--- src/rtl/fire4_pkg.sv ---
// Shared constants and write-FSM state type for the fire4 squeeze output writer.
package fire4_pkg;

  localparam int WOUT   = 32;
  localparam int DSP_NO = 32;
  localparam int WIDTH  = 16;
  localparam int PIX_NO = WOUT * WOUT;
  localparam int ADDR_W = $clog2(DSP_NO * PIX_NO);

  typedef enum logic [1:0] {
    IDLE  = 2'd0,
    WRITE = 2'd1,
    DONE  = 2'd2
  } wr_state_t;

endpackage

--- src/rtl/fire4_squeeze_ofm_writer.sv ---
// Serialises each squeeze-layer output pixel vector into a channel-major feature-map RAM,
// one channel word per clock, and signals when the whole map has been stored.
module fire4_squeeze_ofm_writer
  import fire4_pkg::*;
#(
  parameter int WOUT   = fire4_pkg::WOUT,
  parameter int DSP_NO = fire4_pkg::DSP_NO,
  parameter int WIDTH  = fire4_pkg::WIDTH,
  parameter int ADDR_W = $clog2(DSP_NO * WOUT * WOUT)
) (
  input  logic                           clk,
  input  logic                           rst,
  input  logic                           fire4_squeeze_sample,
  input  logic [WIDTH-1:0]               ofm_i [0:DSP_NO-1],
  output logic                           wr_en,
  output logic [ADDR_W-1:0]              wr_addr,
  output logic [WIDTH-1:0]               wr_data,
  output logic                           busy,
  output logic [$clog2(WOUT*WOUT):0]     pixel_count,
  output logic                           ram_feedback,
  output logic                           layer_done,
  output logic                           overflow
);

  localparam int PIX_NO = WOUT * WOUT;
  localparam int CH_W   = (DSP_NO > 1) ? $clog2(DSP_NO) : 1;
  localparam int PC_W   = $clog2(PIX_NO) + 1;

  localparam logic [CH_W-1:0]   LAST_CH   = CH_W'(DSP_NO - 1);
  localparam logic [PC_W-1:0]   LAST_PIX  = PC_W'(PIX_NO - 1);
  localparam logic [ADDR_W-1:0] CH_STRIDE = ADDR_W'(PIX_NO);

  wr_state_t        state;
  logic [CH_W-1:0]  ch;
  logic [WIDTH-1:0] cap_p0 [0:DSP_NO-1];

  logic             last_ch;
  logic             map_full;
  logic             accept;
  logic             overrun;
  logic [PC_W-1:0]  pix_nxt;
  logic [CH_W-1:0]  ch_nxt;

  // ch is the channel currently presented on the write port
  always_comb begin
    last_ch  = (state == WRITE) && (ch == LAST_CH);
    map_full = last_ch && (pixel_count == LAST_PIX);
    accept   = fire4_squeeze_sample && !map_full && ((state == IDLE) || last_ch);
    overrun  = fire4_squeeze_sample && (state == WRITE) && !last_ch;
    pix_nxt  = pixel_count + PC_W'(last_ch);
    ch_nxt   = ch + CH_W'(1);
  end

  // Capture / write stage: address advances by one channel stride per word
  always_ff @(posedge clk or negedge rst) begin
    if (!rst) begin
      state        <= IDLE;
      ch           <= '0;
      pixel_count  <= '0;
      wr_en        <= 1'b0;
      wr_addr      <= '0;
      wr_data      <= '0;
      ram_feedback <= 1'b0;
      layer_done   <= 1'b0;
      overflow     <= 1'b0;
      for (int i = 0; i < DSP_NO; i++) cap_p0[i] <= '0;
    end else begin
      ram_feedback <= 1'b0;
      if (overrun) overflow <= 1'b1;
      if (last_ch) pixel_count <= pix_nxt;

      if (map_full) begin
        state        <= DONE;
        wr_en        <= 1'b0;
        ram_feedback <= 1'b1;
        layer_done   <= 1'b1;
      end else if (accept) begin
        state   <= WRITE;
        ch      <= '0;
        cap_p0  <= ofm_i;
        wr_en   <= 1'b1;
        wr_addr <= ADDR_W'(pix_nxt);
        wr_data <= ofm_i[0];
      end else if (state == WRITE) begin
        if (last_ch) begin
          state <= IDLE;
          wr_en <= 1'b0;
        end else begin
          ch      <= ch_nxt;
          wr_addr <= wr_addr + CH_STRIDE;
          wr_data <= cap_p0[ch_nxt];
        end
      end
    end
  end

  assign busy = (state == WRITE);

endmodule

--- config.mk ---
export PLATFORM = sky130hd
export DESIGN_NAME = fire4_squeeze_ofm_writer
export DESIGN_NICKNAME = d
export VERILOG_FILES = /design/src/rtl/fire4_pkg.sv /design/src/rtl/fire4_squeeze_ofm_writer.sv
export SDC_FILE = /design/constraint.sdc
export NUM_CORES = 1
export LEC_CHECK = 0
export ABC_CLOCK_PERIOD_IN_PS = 4550
export CELL_PAD_IN_SITES_DETAIL_PLACEMENT = 1
export CELL_PAD_IN_SITES_GLOBAL_PLACEMENT = 1
export CORE_MARGIN = 3
export CORE_UTILIZATION = 35
export CTS_BUF_LIST = sky130_fd_sc_hd__clkbuf_8
export DETAILED_ROUTE_END_ITERATION = 7
export GPL_ROUTABILITY_DRIVEN = 0
export PLACE_DENSITY_LB_ADDON = 0.1
export SLEW_MARGIN = 0
export SYNTH_ARGS = -nofsm -noshare
export SYNTH_HDL_FRONTEND = slang
export SYNTH_SLANG_ARGS = --single-unit
--- constraint.sdc ---
create_clock -name clk -period 4.55 [get_ports clk]
set_clock_uncertainty 0.2 [all_clocks]
set_input_delay 0.6825 -clock clk [delete_from_list [all_inputs] [get_ports clk]]
set_output_delay 0.6825 -clock clk [all_outputs]
set_load 0.02 [all_outputs]
==> flow_summary_export.csv <==
group,metric,value,unit
global_routing,top_usage_layer,"met2",
synth,ys_ff_latch,564,
finish,layout_common_cells,"nand2_1, dfrtp_1, clkdlybuf4s50_1",
route,wire_per_inst,22.42,um
floorplanning,start_util,35.53,%
finish,final_cell_area,34320,sq um
worst_setup_path,cp-end-kind,"flip-flop",
placement,port_buffers,561,
worst_setup_path,crit_path_frequent_cell,"buf_4",
route,routed_wl,95.93,mm
power,leakagePower,0.01672,uW
sta,min_period,3.556,ns
synth,seq_area_frac_synth,55.19,%
global_routing,grt_pass1_wl,147.1,mm
global_routing,grt_max_degree,187,
finish,drive_gt1_share,10.02,%
finish,layout_commonest_cell,"nand2_1",
global_routing,grt_use_total,25.20,%
synth,synth_ff_type,"dfrtp_1",
worst_setup_path,critPathSlowestCell,"buf_4",
clock_tree,post_cts_resized,0,
floorplanning,die_h,276.3,um
clock_tree,cts.sinks,564,
floorplanning,coreArea,71980,sq um
synth,syn_area,25570,sq um
synth,async_reset_ff_share,100.0,%
synth,syn_nets,3230,
finish,finalNetCount,3774,
clock_tree,path_clk_slew,0.06,ns
finish,fillers,8119,
route,drc,0,
sta,fmax,281.2,MHz
global_routing,grt_use_met1,33.06,%
synth,netlist_instances,2710,
placement,placed_cell_area,32330,sq um
worst_setup_path,start_kind,"flip-flop",
global_routing,grt_use_met3,4.881,%
clock_tree,clock_path_buffers,3,
worst_setup_path,cp.required,4.97,ns
outcome,outcome,"completed",
min_path,hold_path_class,"flip-flop to flip-flop",
clock_tree,h-tree-depth,3,
finish,syn2layout_area_growth,34.18,%
sta,setup_viol,0,
route,ant_nets,0,
power,peakVddDrop,0.6066,mV
sta,hold_viol,0,
sta,worst_pin_slew,1.210,ns
worst_setup_path,cp_max_fo,32,
global_routing,antenna_found_initial,6,
route,drt_pass1_iterations,5,
power,p_per_area,703.8,nW/um^2
sta,relSlewSlack,19.34,%
clock_tree,insertion_delay,0.69,ns
floorplanning,rows,98,
clock_tree,cts-root-buf,"clkbuf_8",
global_routing,grt_pass1_vias,23810,
route,first_iter_violations,1317,
synth,ys_warn_count,0,
sta,finalSetupTns,0,ns
clock_tree,cts_tree,"yes",
sta,slew_viol_final,0,
global_routing,grt_overflow,0,
finish,fin_cells,4279,
global_routing,grt_util_met2,41.85,%
synth,syn_avg_cell_area,9.437,sq um
synth,synth-edff-count,0,
floorplanning,dieArea,76350,sq um
worst_setup_path,path_class,"flip-flop to flip-flop",
synth,ys_types,52,
placement,dp_hpwl,71.62,mm
worst_setup_path,cp.arrival,3.97,ns
route,via_per_inst,4.964,
floorplanning,ios,562,
worst_setup_path,crit_path_cell_trace,"buf_4 -> buf_4 -> nor2_1 -> a22o_1 -> nor4_1 -> nor3_1 -> a31oi_1",
route,vias,21240,
clock_tree,cts_buffers,97,
sta,rsz0062_at_grt,"false",
job,cap_violations,0,
floorplanning,fp.dieW,276.3,um
sta,finalCritPeriodShare,78.15,%
placement,dp.cells,4104,
worst_setup_path,critPathMaxStageDelay,0.64,ns
[what timing repair did]
action	4_1_cts	5_1_grt
endpoints found under the setup margin	0	0
hold endpoints to repair	81	0
hold buffers	1	0
setup buffers	0	0
[synthesized netlist by cell type, types with 2 or more instances]
master	count	area share, %
nand2_1	1594	23
dfrtp_1	564	55
mux4_2	123	11
clkbuf_1	87	1.3
buf_2	62	1.2
mux2i_1	49	1.9
nor2_1	30	0.44
nor3_1	14	0.27
a21oi_1	13	0.25
mux2_2	13	0.57
o21ai_0	13	0.25
nor4_1	12	0.29
xor2_1	12	0.41
xnor2_1	11	0.38
nor2b_1	10	0.24
buf_1	9	0.13
a31oi_1	7	0.17
buf_4	7	0.21
nand3_1	7	0.14
a22o_1	6	0.21
nand2b_1	6	0.15
nand4_1	6	0.15
o211a_1	6	0.23
o22ai_1	6	0.15
ha_1	5	0.24
o21a_1	5	0.15
and3_1	3	0.073
o211ai_1	3	0.088
a41oi_1	2	0.069
buf_6	2	0.088
inv_1	2	0.029
[cells by family (layout without fill, tap and decap cells)]
kind of cell / after synthesis / in the layout / share of synthesized area [%]
other: 0 / 5 / 0
buffers and inverters: 169 / 783 / 2.945
multiplexers: 186 / 186 / 13.37
AO/OA/AOI/OAI: 72 / 72 / 1.972
adder cells (fa/ha/maj): 5 / 5 / 0.2446
XOR/XNOR: 25 / 25 / 0.9149
flip-flops: 564 / 564 / 55.19
AND/OR/NAND/NOR: 1689 / 1689 / 25.37
[final timing paths]
check / start / endpoint / slack, ns / cells after the start
worst max-delay path: ch[0] / wr_data[14] / 0.99 / 7
worst min-delay path: cap_p0[13] / cap_p0[13] / 0.27 / 2
worst max register to register: ch[0] / wr_data[14] / 0.99 / 7
worst min register to register: cap_p0[13] / cap_p0[13] / 0.27 / 2
max in group asynchronous: rst / cap_p0[409] / 2.52 / 3
min in group asynchronous: rst / cap_p0[359] / 0.41 / 2
[per-stage QoR]
stage          worst slack (ns)  hold slack, ns  total power (uW)  util (%)
6_report                 0.9943          0.2676             24150     47.68
5_1_grt                  0.7664          0.2829             25870     47.67
4_1_cts                  0.9496          0.2545             24480     47.66
3_5_place_dp             0.9538          0.2552             19620     44.92
3_3_place_gp             0.8884          0.2505             19250     44.92
2_1_floorplan             1.866          0.1869             15220         -
[area by class of cell]
class / instances / area [sq um] / share of cell area [%]
antenna: 5 / 12.51 / 0.03646
sequential: 564 / 14120 / 41.14
inverter: 2 / 7.507 / 0.02188
multi-input combinational: 1977 / 10800 / 31.47
timing repair buffer: 612 / 6231 / 18.16
tap: 950 / 1189 / 3.464
clock inverter: 45 / 251.5 / 0.7329
clock buffer: 124 / 1707 / 4.973
[worst max-delay path: cells and delay by family (launching register included)]
family,cells,cell delay [ns]
buffers and inverters,2,1.23
AND/OR/NAND/NOR,3,0.95
flip-flops,1,0.51
AO/OA/AOI/OAI,2,0.49
[state kept, by name (all words and copies together), names as in the netlist]
signal	count
cap_p0	512
ch	5
layer_done	1
overflow	1
pixel_count	11
ram_feedback	1
state	2
wr_addr	15
wr_data	16
[report_power, final]
group | total (uW) | switching (uW) | internal [uW]
registers | 8650 | 1340 | 7300
logic | 10800 | 6000 | 4800
clock network | 4700 | 2160 | 2550
[metal layers]
layer	wire length, um	vias to the layer above
met1	41380	10750
met4	3196	2
met3	4481	147
li1	-	9812
met5	13	-
met2	46850	528
Power figures use the tool's default switching activity.
